<file path="src/rtl/spi_master.sv">
// spi_master: mode-0 SPI master that serialises a valid/ready word stream onto mosi
// and returns the miso word on a one-cycle rx_valid pulse. Optional macro: SPI_MASTER_LSB_FIRST_EN.
module spi_master #(
  parameter int IODepth = 8,
  parameter int CLK_DIV = 4
) (
  input  logic               fclk,
  input  logic               rst_n,
  input  logic [IODepth-1:0] tx_dat,
  input  logic               tx_valid,
  output logic               tx_ready,
  output logic [IODepth-1:0] rx_dat,
  output logic               rx_valid,
  output logic               busy,
  output logic               sck,
  output logic               css,
  output logic               mosi,
  input  logic               miso
);

  localparam int DIV_W = (CLK_DIV > 1) ? $clog2(CLK_DIV) : 1;
  localparam int BIT_W = (IODepth > 1) ? $clog2(IODepth) : 1;
  localparam logic [DIV_W-1:0] DIV_LAST = DIV_W'(CLK_DIV - 1);
  localparam logic [BIT_W-1:0] BIT_LAST = BIT_W'(IODepth - 1);

  typedef enum logic [2:0] {
    S_IDLE,
    S_LEAD,
    S_HIGH,
    S_LOW,
    S_TAIL,
    S_GAP
  } state_t;

  state_t               r_state;
  state_t               w_state_nxt;
  logic [DIV_W-1:0]     r_div_cnt;
  logic [DIV_W-1:0]     w_div_nxt;
  logic [BIT_W-1:0]     r_bit_cnt;
  logic [BIT_W-1:0]     w_bit_nxt;
  logic [IODepth-1:0]   r_tx_sr;
  logic [IODepth-1:0]   w_tx_sr_nxt;
  logic [IODepth-1:0]   r_rx_sr;
  logic [IODepth-1:0]   w_rx_sr_nxt;
  logic [IODepth-1:0]   r_rx_dat;
  logic [IODepth-1:0]   w_rx_dat_nxt;
  logic                 r_rx_valid;
  logic                 w_rx_valid_nxt;
  logic                 r_sck;
  logic                 w_sck_nxt;
  logic                 r_css;
  logic                 w_css_nxt;
  logic                 w_tx_ready;
  logic                 w_busy;
  logic                 w_div_last;
  logic                 w_bit_last;
  logic [IODepth-1:0]   w_tx_shift;
  logic [IODepth-1:0]   w_rx_shift;

  assign w_div_last = (r_div_cnt == DIV_LAST);
  assign w_bit_last = (r_bit_cnt == BIT_LAST);

  // mosi is the outgoing end of the tx shift register, so it moves only when the register does.
`ifdef SPI_MASTER_LSB_FIRST_EN
  assign w_tx_shift = {1'b0, r_tx_sr[IODepth-1:1]};
  assign w_rx_shift = {miso, r_rx_sr[IODepth-1:1]};
  assign mosi       = r_tx_sr[0];
`else
  assign w_tx_shift = {r_tx_sr[IODepth-2:0], 1'b0};
  assign w_rx_shift = {r_rx_sr[IODepth-2:0], miso};
  assign mosi       = r_tx_sr[IODepth-1];
`endif

  always_comb begin
    // NOTE: every signal driven here is defaulted first, so no branch can infer a latch.
    w_state_nxt    = r_state;
    w_div_nxt      = w_div_last ? '0 : r_div_cnt + DIV_W'(1);
    w_bit_nxt      = r_bit_cnt;
    w_tx_sr_nxt    = r_tx_sr;
    w_rx_sr_nxt    = r_rx_sr;
    w_rx_dat_nxt   = r_rx_dat;
    w_rx_valid_nxt = 1'b0;
    w_sck_nxt      = r_sck;
    w_css_nxt      = r_css;
    w_tx_ready     = 1'b0;
    w_busy         = 1'b1;

    unique case (r_state)
      S_IDLE: begin
        w_tx_ready = 1'b1;
        w_busy     = 1'b0;
        w_div_nxt  = '0;
        if (tx_valid) begin
          w_tx_sr_nxt = tx_dat;
          w_bit_nxt   = '0;
          w_css_nxt   = 1'b1;
          w_state_nxt = S_LEAD;
        end
      end

      S_LEAD: begin
        if (w_div_last) begin
          w_sck_nxt   = 1'b1;
          w_rx_sr_nxt = w_rx_shift;
          w_state_nxt = S_HIGH;
        end
      end

      S_HIGH: begin
        // The last cycle of the last HIGH phase is the handshake slot for a back-to-back word.
        w_tx_ready = w_div_last && w_bit_last;
        if (w_div_last) begin
          w_sck_nxt = 1'b0;
          if (!w_bit_last) begin
            w_tx_sr_nxt = w_tx_shift;
            w_bit_nxt   = r_bit_cnt + BIT_W'(1);
            w_state_nxt = S_LOW;
          end else begin
            w_rx_dat_nxt   = r_rx_sr;
            w_rx_valid_nxt = 1'b1;
            if (tx_valid) begin
              w_tx_sr_nxt = tx_dat;
              w_bit_nxt   = '0;
              w_state_nxt = S_LOW;
            end else begin
              w_state_nxt = S_TAIL;
            end
          end
        end
      end

      S_LOW: begin
        if (w_div_last) begin
          w_sck_nxt   = 1'b1;
          w_rx_sr_nxt = w_rx_shift;
          w_state_nxt = S_HIGH;
        end
      end

      S_TAIL: begin
        if (w_div_last) begin
          w_css_nxt   = 1'b0;
          w_state_nxt = S_GAP;
        end
      end

      // css stays low for a full phase so the peer's bit counter is cleared before the next word.
      S_GAP: begin
        if (w_div_last) begin
          w_state_nxt = S_IDLE;
        end
      end

      default: begin
        w_state_nxt = S_IDLE;
      end
    endcase
  end

  // NOTE: sequential state uses non-blocking assignments so every register samples pre-edge values.
  always_ff @(posedge fclk or negedge rst_n) begin
    if (!rst_n) begin
      r_state <= S_IDLE;
    end else begin
      r_state <= w_state_nxt;
    end
  end

  always_ff @(posedge fclk or negedge rst_n) begin
    if (!rst_n) begin
      r_div_cnt  <= '0;
      r_bit_cnt  <= '0;
      r_tx_sr    <= '0;
      r_rx_sr    <= '0;
      r_rx_dat   <= '0;
      r_rx_valid <= 1'b0;
      r_sck      <= 1'b0;
      r_css      <= 1'b0;
    end else begin
      r_div_cnt  <= w_div_nxt;
      r_bit_cnt  <= w_bit_nxt;
      r_tx_sr    <= w_tx_sr_nxt;
      r_rx_sr    <= w_rx_sr_nxt;
      r_rx_dat   <= w_rx_dat_nxt;
      r_rx_valid <= w_rx_valid_nxt;
      r_sck      <= w_sck_nxt;
      r_css      <= w_css_nxt;
    end
  end

  assign tx_ready = w_tx_ready;
  assign busy     = w_busy;
  assign sck      = r_sck;
  assign css      = r_css;
  assign rx_dat   = r_rx_dat;
  assign rx_valid = r_rx_valid;

endmodule
</file>
<file path="config.mk">
export PLATFORM = sky130hd
export DESIGN_NAME = spi_master
export DESIGN_NICKNAME = d
export VERILOG_FILES = /design/src/rtl/spi_master.sv
export SDC_FILE = /design/constraint.sdc
export NUM_CORES = 1
export LEC_CHECK = 0
export CORE_ASPECT_RATIO = 0.9
export CORE_MARGIN = 3
export CORE_UTILIZATION = 34
export DETAILED_ROUTE_END_ITERATION = 8
export SYNTH_ARGS = -nofsm -noshare
export SYNTH_HDL_FRONTEND = slang
export SYNTH_SLANG_ARGS = --single-unit
</file>
<file path="constraint.sdc">
create_clock -name fclk -period 4.4 [get_ports fclk]
set_input_delay 0.88 -clock fclk [delete_from_list [all_inputs] [get_ports fclk]]
set_output_delay 0.88 -clock fclk [all_outputs]
set_load 0.03 [all_outputs]
</file>
=== After elaboration in Yosys (flattened, before gate mapping) ===
Index checks and enable logic that the tools add are counted.
Widths: inputs -> output; s select.

* Register bits after elaboration: 35

* Equality and inequality tests: 12
* Reductions and logical operators: 12
* Multiplexer cells: 28
* Add/sub/neg operators: 2

{| class="wikitable"
|+ Operators with widths
! operator !! count
|-
| $mux 3 || 10
|-
| $mux 8 || 3
|-
| $pmux 8 s2 || 1
|-
| $pmux 3 s5 || 1
|-
| $eq 3x3->1 const B || 3
|-
| $reduce_and 3->1 || 3
|-
| $ne 2x2->1 const B || 4
|-
| $mux 1 || 7
|-
| $eq 3x2->1 const B || 2
|-
| $pmux 1 s2 || 3
|-
| $pmux 3 s2 || 1
|-
| $reduce_bool 2->1 || 3
|-
| $reduce_and 5->1 || 1
|-
| $mux 2 || 2
|-
| $reduce_and 2->1 || 2
|-
| $add 3x1->3 const B || 1
|-
| $eq 3x1->1 const B || 1
|-
| $logic_not 3->1 || 1
|-
| $add 2x1->2 const B || 1
|-
| $eq 2x2->1 const B || 1
|-
| $ne 2x1->1 const B || 1
|-
| $reduce_or 2->1 || 1
|-
| $logic_and 1x1->1 || 1
|}

=== Depth between registers and ports, before layout ===
Gate-level depths: netlist (run 1).

* Depth after elaboration: 4
* Mapped depth: 7
* Gate-level depth less buffers: 5

=== Worst setup path after synthesis (run 1) ===
OpenSTA, ideal clock, no wires.

* Kind: reg2out
* Start: register r_bit_cnt[0]
* End: output tx_ready
* Slack: 1.929 ns
* Path buffers: 2
* Data required time: 3.520 ns
* Cell stages (with the launch flop): 8
* Arrival: 1.591 ns
* Cells stage by stage: dfrtp_1 ha_1 ha_1 clkbuf_1 inv_1 or2_1 buf_6 nand2_1

* Longest elaborated chain between the ends: 3

{| class="wikitable"
|+ Ends and longest elaborated chain
! element !! line !! text
|-
| start, declared || 39 || <nowiki>logic [BIT_W-1:0] r_bit_cnt;</nowiki>
|-
| start signal, assigned || 181 || <nowiki>r_bit_cnt <= w_bit_nxt;</nowiki>
|-
| $eq 3x3->1 || 61 || <nowiki>assign w_bit_last = (r_bit_cnt == BIT_LAST);</nowiki>
|-
| $logic_and 1x1->1 || 111 || <nowiki>w_tx_ready = w_div_last && w_bit_last;</nowiki>
|-
| $pmux 1 s2 || 88 || <nowiki>unique case (r_state)</nowiki>
|-
| end, declared || 11 || <nowiki>output logic tx_ready,</nowiki>
|}

Every way passes these cells.

=== Worst setup path after layout (run 1) ===
* Start: register r_div_cnt[0]
* End: output tx_ready

* Longest elaborated chain between the ends: 3

{| class="wikitable"
|+ Ends and longest elaborated chain
! element !! line !! text
|-
| start, declared || 37 || <nowiki>logic [DIV_W-1:0] r_div_cnt;</nowiki>
|-
| start signal, assigned || 180 || <nowiki>r_div_cnt <= w_div_nxt;</nowiki>
|-
| $eq 2x2->1 || 60 || <nowiki>assign w_div_last = (r_div_cnt == DIV_LAST);</nowiki>
|-
| $logic_and 1x1->1 || 111 ||
|-
| $pmux 1 s2 || 88 ||
|}

Every way passes these cells.

==> flow_metrics.tcl, run 1 <==
set metrics [dict create \
    dieArea_sq_um 5580 \
    grt_pass1_vias 1073 \
    ys_warn_count 0 \
    port_buffers 25 \
    drc 0 \
    cts_buffers 5 \
    p_leak_nw 0.929 \
    cts_sinks 35 \
    period_minus_slack_ns 3.62 \
    hold_path_depth 1 \
    die_w_um 78.4 \
    grtUsageTotal_pct 12.4 \
    clkTransAtPathRegs_ns 0.07 \
    grt_start_max_net_pins 36 \
    hp-class "reg2reg" \
    fill_cells 432 \
    clk-insertion-delay-late_ns 0.29 \
    io_pins 26 \
    rsz0062_at_grt "no" \
    hold-worst-slack_ns 0.450 \
    p_total_w 0.00110 \
    htreeDepth 2 \
    final_common_cell "dfrtp_1" \
    final_cells 223 \
    place.gp.congestion 0.744 \
    grt_pass1_wl_mm 5.32 \
    syn_area_per_cell_sq_um 11.9 \
    skew_ns 0.00477 \
    post_cts_buffers 0 \
    synth-seq-cells 35 \
    dp.cells 215 \
    area_delta_synth_final_pct 23.9 \
    nNetsFinal 175 \
    seqCellArea_sq_um 876 \
    rr_startpoint "r_div_cnt[0]$_DFF_PN0_" \
    cts.root.buffer_cell "clkbuf_8" \
    first_pass_iters 4 \
    placementRows 23 \
    start_kind "flop" \
    crit_fanout 11 \
    reg2reg_slack_ns 2.27 \
    slew_headroom_pct 44.2 \
    ant_nets 0 \
    syn_area_sq_um 1600 \
    core_area_sq_um 4490 \
    p_per_area_nw_per_um2 553 \
    post-dp-hpwl_mm 2.09 \
    reg2reg_to "rx_dat[4]$_DFFE_PN0P_" \
    fmax_mhz 276 \
    drv_slew 0 \
    netlist_instances 135 \
    status "complete, no violations" \
    worst_r2r_path_depth 4 \
    cts_buffer_depth 2 \
    drt_iter0_markers 60 \
    wl_mm 3.05 \
    wl_per_cell_um 13.7 \
    min_period_over_period_pct 82.3 \
    synth_cell_types 30 \
    hold_viol 0 \
    holdPathEnd "r_div_cnt[0]$_DFF_PN0_" \
    crit_type "reg2out" \
    synth_nets 150 \
    start_util_pct 35.7 \
    post_cts_resized 0 \
    final_layout_size_suffix_gt1_share_pct 16.8 \
    ctsHoldBuffers 0 \
    cts_tree "yes" \
    cp.required_ns 3.52 \
    grt.overflow.total 0 \
    diodes 0 \
    multiInputGateArea_sq_um 604 \
    worst-slew-pin-transition_ns 0.833 \
    setup-violations-final 0 \
    viasPerCell 4.61 \
    cap_violations 0 \
    layout_common_cells "35 x dfrtp_1, 25 x clkdlybuf4s50_1, 19 x inv_1" \
    die_h_um 71.1 \
    antenna_found_initial 0 \
    yosysSeqAreaShare_pct 54.6 \
    crit_path_end_kind "output port" \
    fin_setup_tns_ns 0 \
    arrival_ns 2.74 \
    vdd_ir_drop_max_mv 0.252 \
    hp-start "r_div_cnt[0]$_DFF_PN0_" \
    vias 1028 \
]
## logic make-up (layout without fill, tap and decap cells)
group	count (synthesis)	in the layout	share of synthesized area, %
mux	17	17	13.8
compound gates	23	23	12.3
flops	35	35	54.6
buf+inv	27	53	7.65
fa+ha+maj	3	3	2.34
simple gates	30	30	9.29
## state kept, by name, summed over array words and instances, names as in the netlist
signal	cells
r_div_cnt	2
r_rx_sr	8
css	1
r_bit_cnt	3
r_state	3
rx_dat	8
rx_valid	1
r_tx_sr	8
sck	1
## report_power, final
part | leakage, nW | switching, W | internal [W] | total [W]
combinational | 0.457 | 0.000166 | 0.000177 | 0.000344
sequential | 0.425 | 0.0000784 | 0.000427 | 0.000505
clock | 0.0474 | 0.000121 | 0.000128 | 0.000249
total | 0.929 | 0.000366 | 0.000732 | 0.00110
## critical path: stages (launching register included)
cell,delay (ns)
dfrtp_1,0.36
ha_1,0.36
nand4bb_1,0.37
or2_1,0.55
nand2_1,0.15
clkdlybuf4s50_1,0.67
## Yosys cell counts
cell | count | area share, %
dfrtp_1 | 35 | 55
a211o_1 | 1 | 0.55
buf_6 | 2 | 1.4
buf_2 | 5 | 1.6
nor3_1 | 7 | 2.2
nand2_1 | 8 | 1.9
nand4bb_1 | 1 | 0.70
ha_1 | 3 | 2.3
a22o_1 | 2 | 1.1
nand3b_1 | 1 | 0.47
mux2_2 | 9 | 6.3
a221oi_1 | 7 | 3.8
nand3_1 | 1 | 0.31
mux2_4 | 8 | 7.5
o211ai_1 | 1 | 0.47
a32o_1 | 1 | 0.62
o211a_1 | 1 | 0.62
o31ai_1 | 2 | 0.94
clkbuf_1 | 1 | 0.23
o22ai_1 | 1 | 0.39
a2111oi_4 | 1 | 1.7
o21ai_0 | 3 | 0.94
nor2_1 | 6 | 1.4
inv_1 | 19 | 4.4
or2_1 | 1 | 0.39
a211oi_1 | 1 | 0.47
a21oi_1 | 2 | 0.62
and2_1 | 1 | 0.39
nand2b_1 | 2 | 0.78
nor2b_1 | 2 | 0.78
## stage by stage
step	setup WS, ns	util (%)	instance area (sq um)
4_1_cts	0.720	44.2	1990
6_report	0.779	44.2	1990
3_3_place_gp	1.11	42.0	1890
5_1_grt	0.569	44.2	1990
3_5_place_dp	1.06	42.0	1890
2_1_floorplan	1.93	-	1600
## layout make-up
cell class	count	share of cell area [%]
sequential	35	44.1
multi-input combinational	73	30.4
timing repair buffer	26	13.0
clock buffer	6	4.16
tap	62	3.91
inverter	19	3.59
clock inverter	2	0.819
## worst max-delay path by stage
| stage | startpoint | to | slack, ns | cells past startpoint |
|---|---|---|---|---|
| floorplan | r_bit_cnt[0]$_DFFE_PN0P_ | tx_ready | 1.93 | 7 |
| global placement | r_div_cnt[0]$_DFF_PN0_ | tx_ready | 1.11 | 5 |
| detailed placement | r_div_cnt[0]$_DFF_PN0_ | tx_ready | 1.06 | 5 |
| CTS | r_div_cnt[0]$_DFF_PN0_ | tx_ready | 0.72 | 5 |
| global route | r_div_cnt[0]$_DFF_PN0_ | tx_ready | 0.57 | 5 |
| finish | r_div_cnt[0]$_DFF_PN0_ | tx_ready | 0.78 | 5 |
## per-layer routing
layer | vias to the layer above | wire length [um] | track usage, % | share of wire (%)
li1 | 513 | - | - | -
met1 | 473 | 1480 | 16.8 | 49
met2 | 36 | 1270 | 16.5 | 42
met3 | 6 | 251 | 6.74 | 8.2
met4 | 0 | 51 | 4.85 | 1.7
met5 | - | 0 | 0 | 0
No activity file was read; power rests on OpenSTA's default activity.
==> inputs of run 2 (changes only) <==
==> constraint.sdc (replaced) <==
create_clock -name fclk -period 3.5 [get_ports fclk]
set_input_delay 0.7 -clock fclk [delete_from_list [all_inputs] [get_ports fclk]]
set_output_delay 0.7 -clock fclk [all_outputs]
set_load 0.03 [all_outputs]
==> run 2 against run 1 <==
Effect of this change: via count up 5.2%; highest routed layer unchanged; count of clock-buffer cells in the layout stayed put; clock skew up 0.0015 ns; critical path type unchanged; worst setup slack worse by 0.51 ns; flip-flop and latch count stayed put; register-to-register slack got worse by 0.90 ns; combinational power increased by 28%; clock power is 22% higher; cell count grew 0.45%; total power up 26%; first-iteration DRC count is 12% lower.
==> flow_metrics.tcl, run 2 (synthesized netlist as in run 1, its figures left out) <==
set metrics [dict create \
    crit_fanout 11 \
    diodes 0 \
    rsz0062_at_grt "no" \
    drc 0 \
    vias 1081 \
    ant_nets 0 \
    path_depth 5 \
    start_kind "flop" \
    final_layout_size_suffix_gt1_share_pct 17.3 \
    fin_setup_tns_ns 0 \
    nNetsFinal 176 \
    ctsHoldBuffers 0 \
    cts_buffer_depth 2 \
    dieArea_sq_um 5580 \
    layout_common_cells "35 x dfrtp_1, 25 x clkdlybuf4s50_1, 19 x inv_1" \
    multiInputGateArea_sq_um 604 \
    path_buf_inv 1 \
    crit_chain "ha_1 > nand4bb_1 > or2_1 > nand2_1 > clkdlybuf4s50_1" \
    cpPeakStageDelay_ns 0.66 \
    port_buffers 25 \
    die_h_um 71.1 \
    setup-violations-final 0 \
    viasPerCell 4.83 \
    fmax_mhz 310 \
    status "complete, no violations" \
    arrival_ns 2.53 \
    vdd_ir_drop_max_mv 0.373 \
    grtUsageTotal_pct 13.1 \
    wl_mm 3.21 \
    post_cts_buffers 0 \
    p_leak_nw 0.933 \
    post_cts_resized 0 \
    crit_slowest_cell "clkdlybuf4s50_1" \
    start_util_pct 35.7 \
    grt_pass1_wl_mm 5.63 \
    drt_iter0_markers 53 \
    pre_cts_slack_ns 0.596 \
    cap_violations 0 \
    period_minus_slack_ns 3.23 \
    cts.root.buffer_cell "clkbuf_8" \
    worst-slew-pin-transition_ns 0.825 \
    area_delta_synth_final_pct 24.4 \
    wl_per_cell_um 14.3 \
    final_core_util_pct 44.4 \
    first_pass_iters 5 \
    final_common_cell "dfrtp_1" \
    crit_path_end_kind "output port" \
    die_w_um 78.4 \
    placementRows 23 \
    grt.overflow.total 0 \
    fin_ws_ns 0.270 \
    cts_tree "yes" \
    htreeDepth 2 \
    grt_start_max_net_pins 36 \
    min_period_over_period_pct 92.3 \
    crit_type "reg2out" \
    drv_slew 0 \
    antenna_found_initial 0 \
    hold_viol 0 \
    seqCellArea_sq_um 876 \
    cp_top_family "simple AND/OR/NAND/NOR gates" \
    io_pins 26 \
    fill_cells 429 \
    skew_ns 0.00622 \
    p_per_area_nw_per_um2 692 \
    worst_r2r_path_depth 5 \
    cts_buffers 5 \
    cp.required_ns 2.80 \
    place.gp.congestion 0.701 \
    cts_sinks 35 \
    post-dp-hpwl_mm 2.20 \
    hold_path_depth 1 \
    hp-class "reg2reg" \
    clkTransAtPathRegs_ns 0.07 \
    grt_pass1_vias 1168 \
    clk-insertion-delay-late_ns 0.29 \
    slew_headroom_pct 44.8 \
    core_area_sq_um 4490 \
]
-- run 2: area by class of cell --
| class | count | area share (%) |
|---|---|---|
| sequential | 35 | 43.9 |
| clock buffer | 6 | 4.14 |
| inverter | 19 | 3.58 |
| tap | 62 | 3.89 |
| multi-input combinational | 73 | 30.3 |
| clock inverter | 2 | 0.816 |
| timing repair buffer | 27 | 13.3 |
-- run 2: final timing paths --
kind | from | to | slack [ns]
setup / recovery | r_div_cnt[0]$_DFF_PN0_ | tx_ready | 0.27
hold / removal | r_div_cnt[0]$_DFF_PN0_ | r_div_cnt[0]$_DFF_PN0_ | 0.46
setup reg to reg | r_div_cnt[0]$_DFF_PN0_ | rx_dat[1]$_DFFE_PN0P_ | 1.37
hold reg to reg | r_div_cnt[0]$_DFF_PN0_ | r_div_cnt[0]$_DFF_PN0_ | 0.46
max in group asynchronous | rst_n | rx_dat[7]$_DFFE_PN0P_ | 2.37
min in group asynchronous | rst_n | r_tx_sr[5]$_DFFE_PN0P_ | 0.83
-- run 2: worst register-to-register path: cells and delay by family (launching register included) --
| kind | cells | cell delay, ns |
|---|---|---|
| buffers and inverters | 1 | 0.20 |
| multiplexers | 1 | 0.31 |
| adder cells (fa/ha/maj) | 1 | 0.38 |
| flip-flops | 1 | 0.36 |
| AND/OR/NAND/NOR | 2 | 0.76 |
-- run 2: where the power goes --
| group | internal [W] | switching, W | leakage, nW | total, W |
|---|---|---|---|---|
| logic | 0.000223 | 0.000217 | 0.461 | 0.000440 |
| registers | 0.000537 | 0.0000991 | 0.425 | 0.000636 |
| clock network | 0.000160 | 0.000144 | 0.0474 | 0.000304 |
| total | 0.000920 | 0.000460 | 0.933 | 0.00138 |
-- run 2: routing by layer --
layer	up-vias	GRT usage [%]	wire [um]	share of wire [%]
li1	517	-	-	-
met1	513	17.6	1530	48
met2	44	18.4	1390	43
met3	7	6.23	251	7.8
met4	0	5.05	39	1.2
met5	-	0	0	0
-- run 2: metrics by stage --
| step | cells | total power (W) | area [sq um] | hold WS [ns] |
|---|---|---|---|---|
| 6_report | 224 | 0.00138 | 1990 | 0.462 |
| 4_1_cts | 224 | 0.00140 | 1990 | 0.458 |
| 3_5_place_dp | 216 | 0.00109 | 1890 | 0.448 |
| 5_1_grt | 224 | 0.00149 | 1990 | 0.477 |
| 2_1_floorplan | 135 | 0.000953 | 1600 | 0.404 |
| 3_3_place_gp | 216 | 0.00106 | 1890 | 0.426 |
==> inputs of run 3 (changes only) <==
--- a/config.mk
+++ b/config.mk
@@ -9,6 +9,8 @@
 export CORE_MARGIN = 3
 export CORE_UTILIZATION = 34
 export DETAILED_ROUTE_END_ITERATION = 8
+export SKIP_CTS_REPAIR_TIMING = 1
+export SLEW_MARGIN = 20
 export SYNTH_ARGS = -nofsm -noshare
 export SYNTH_HDL_FRONTEND = slang
 export SYNTH_SLANG_ARGS = --single-unit
==> results of run 3 <==
Final layout, timing and power as in run 2 (identical DEF).
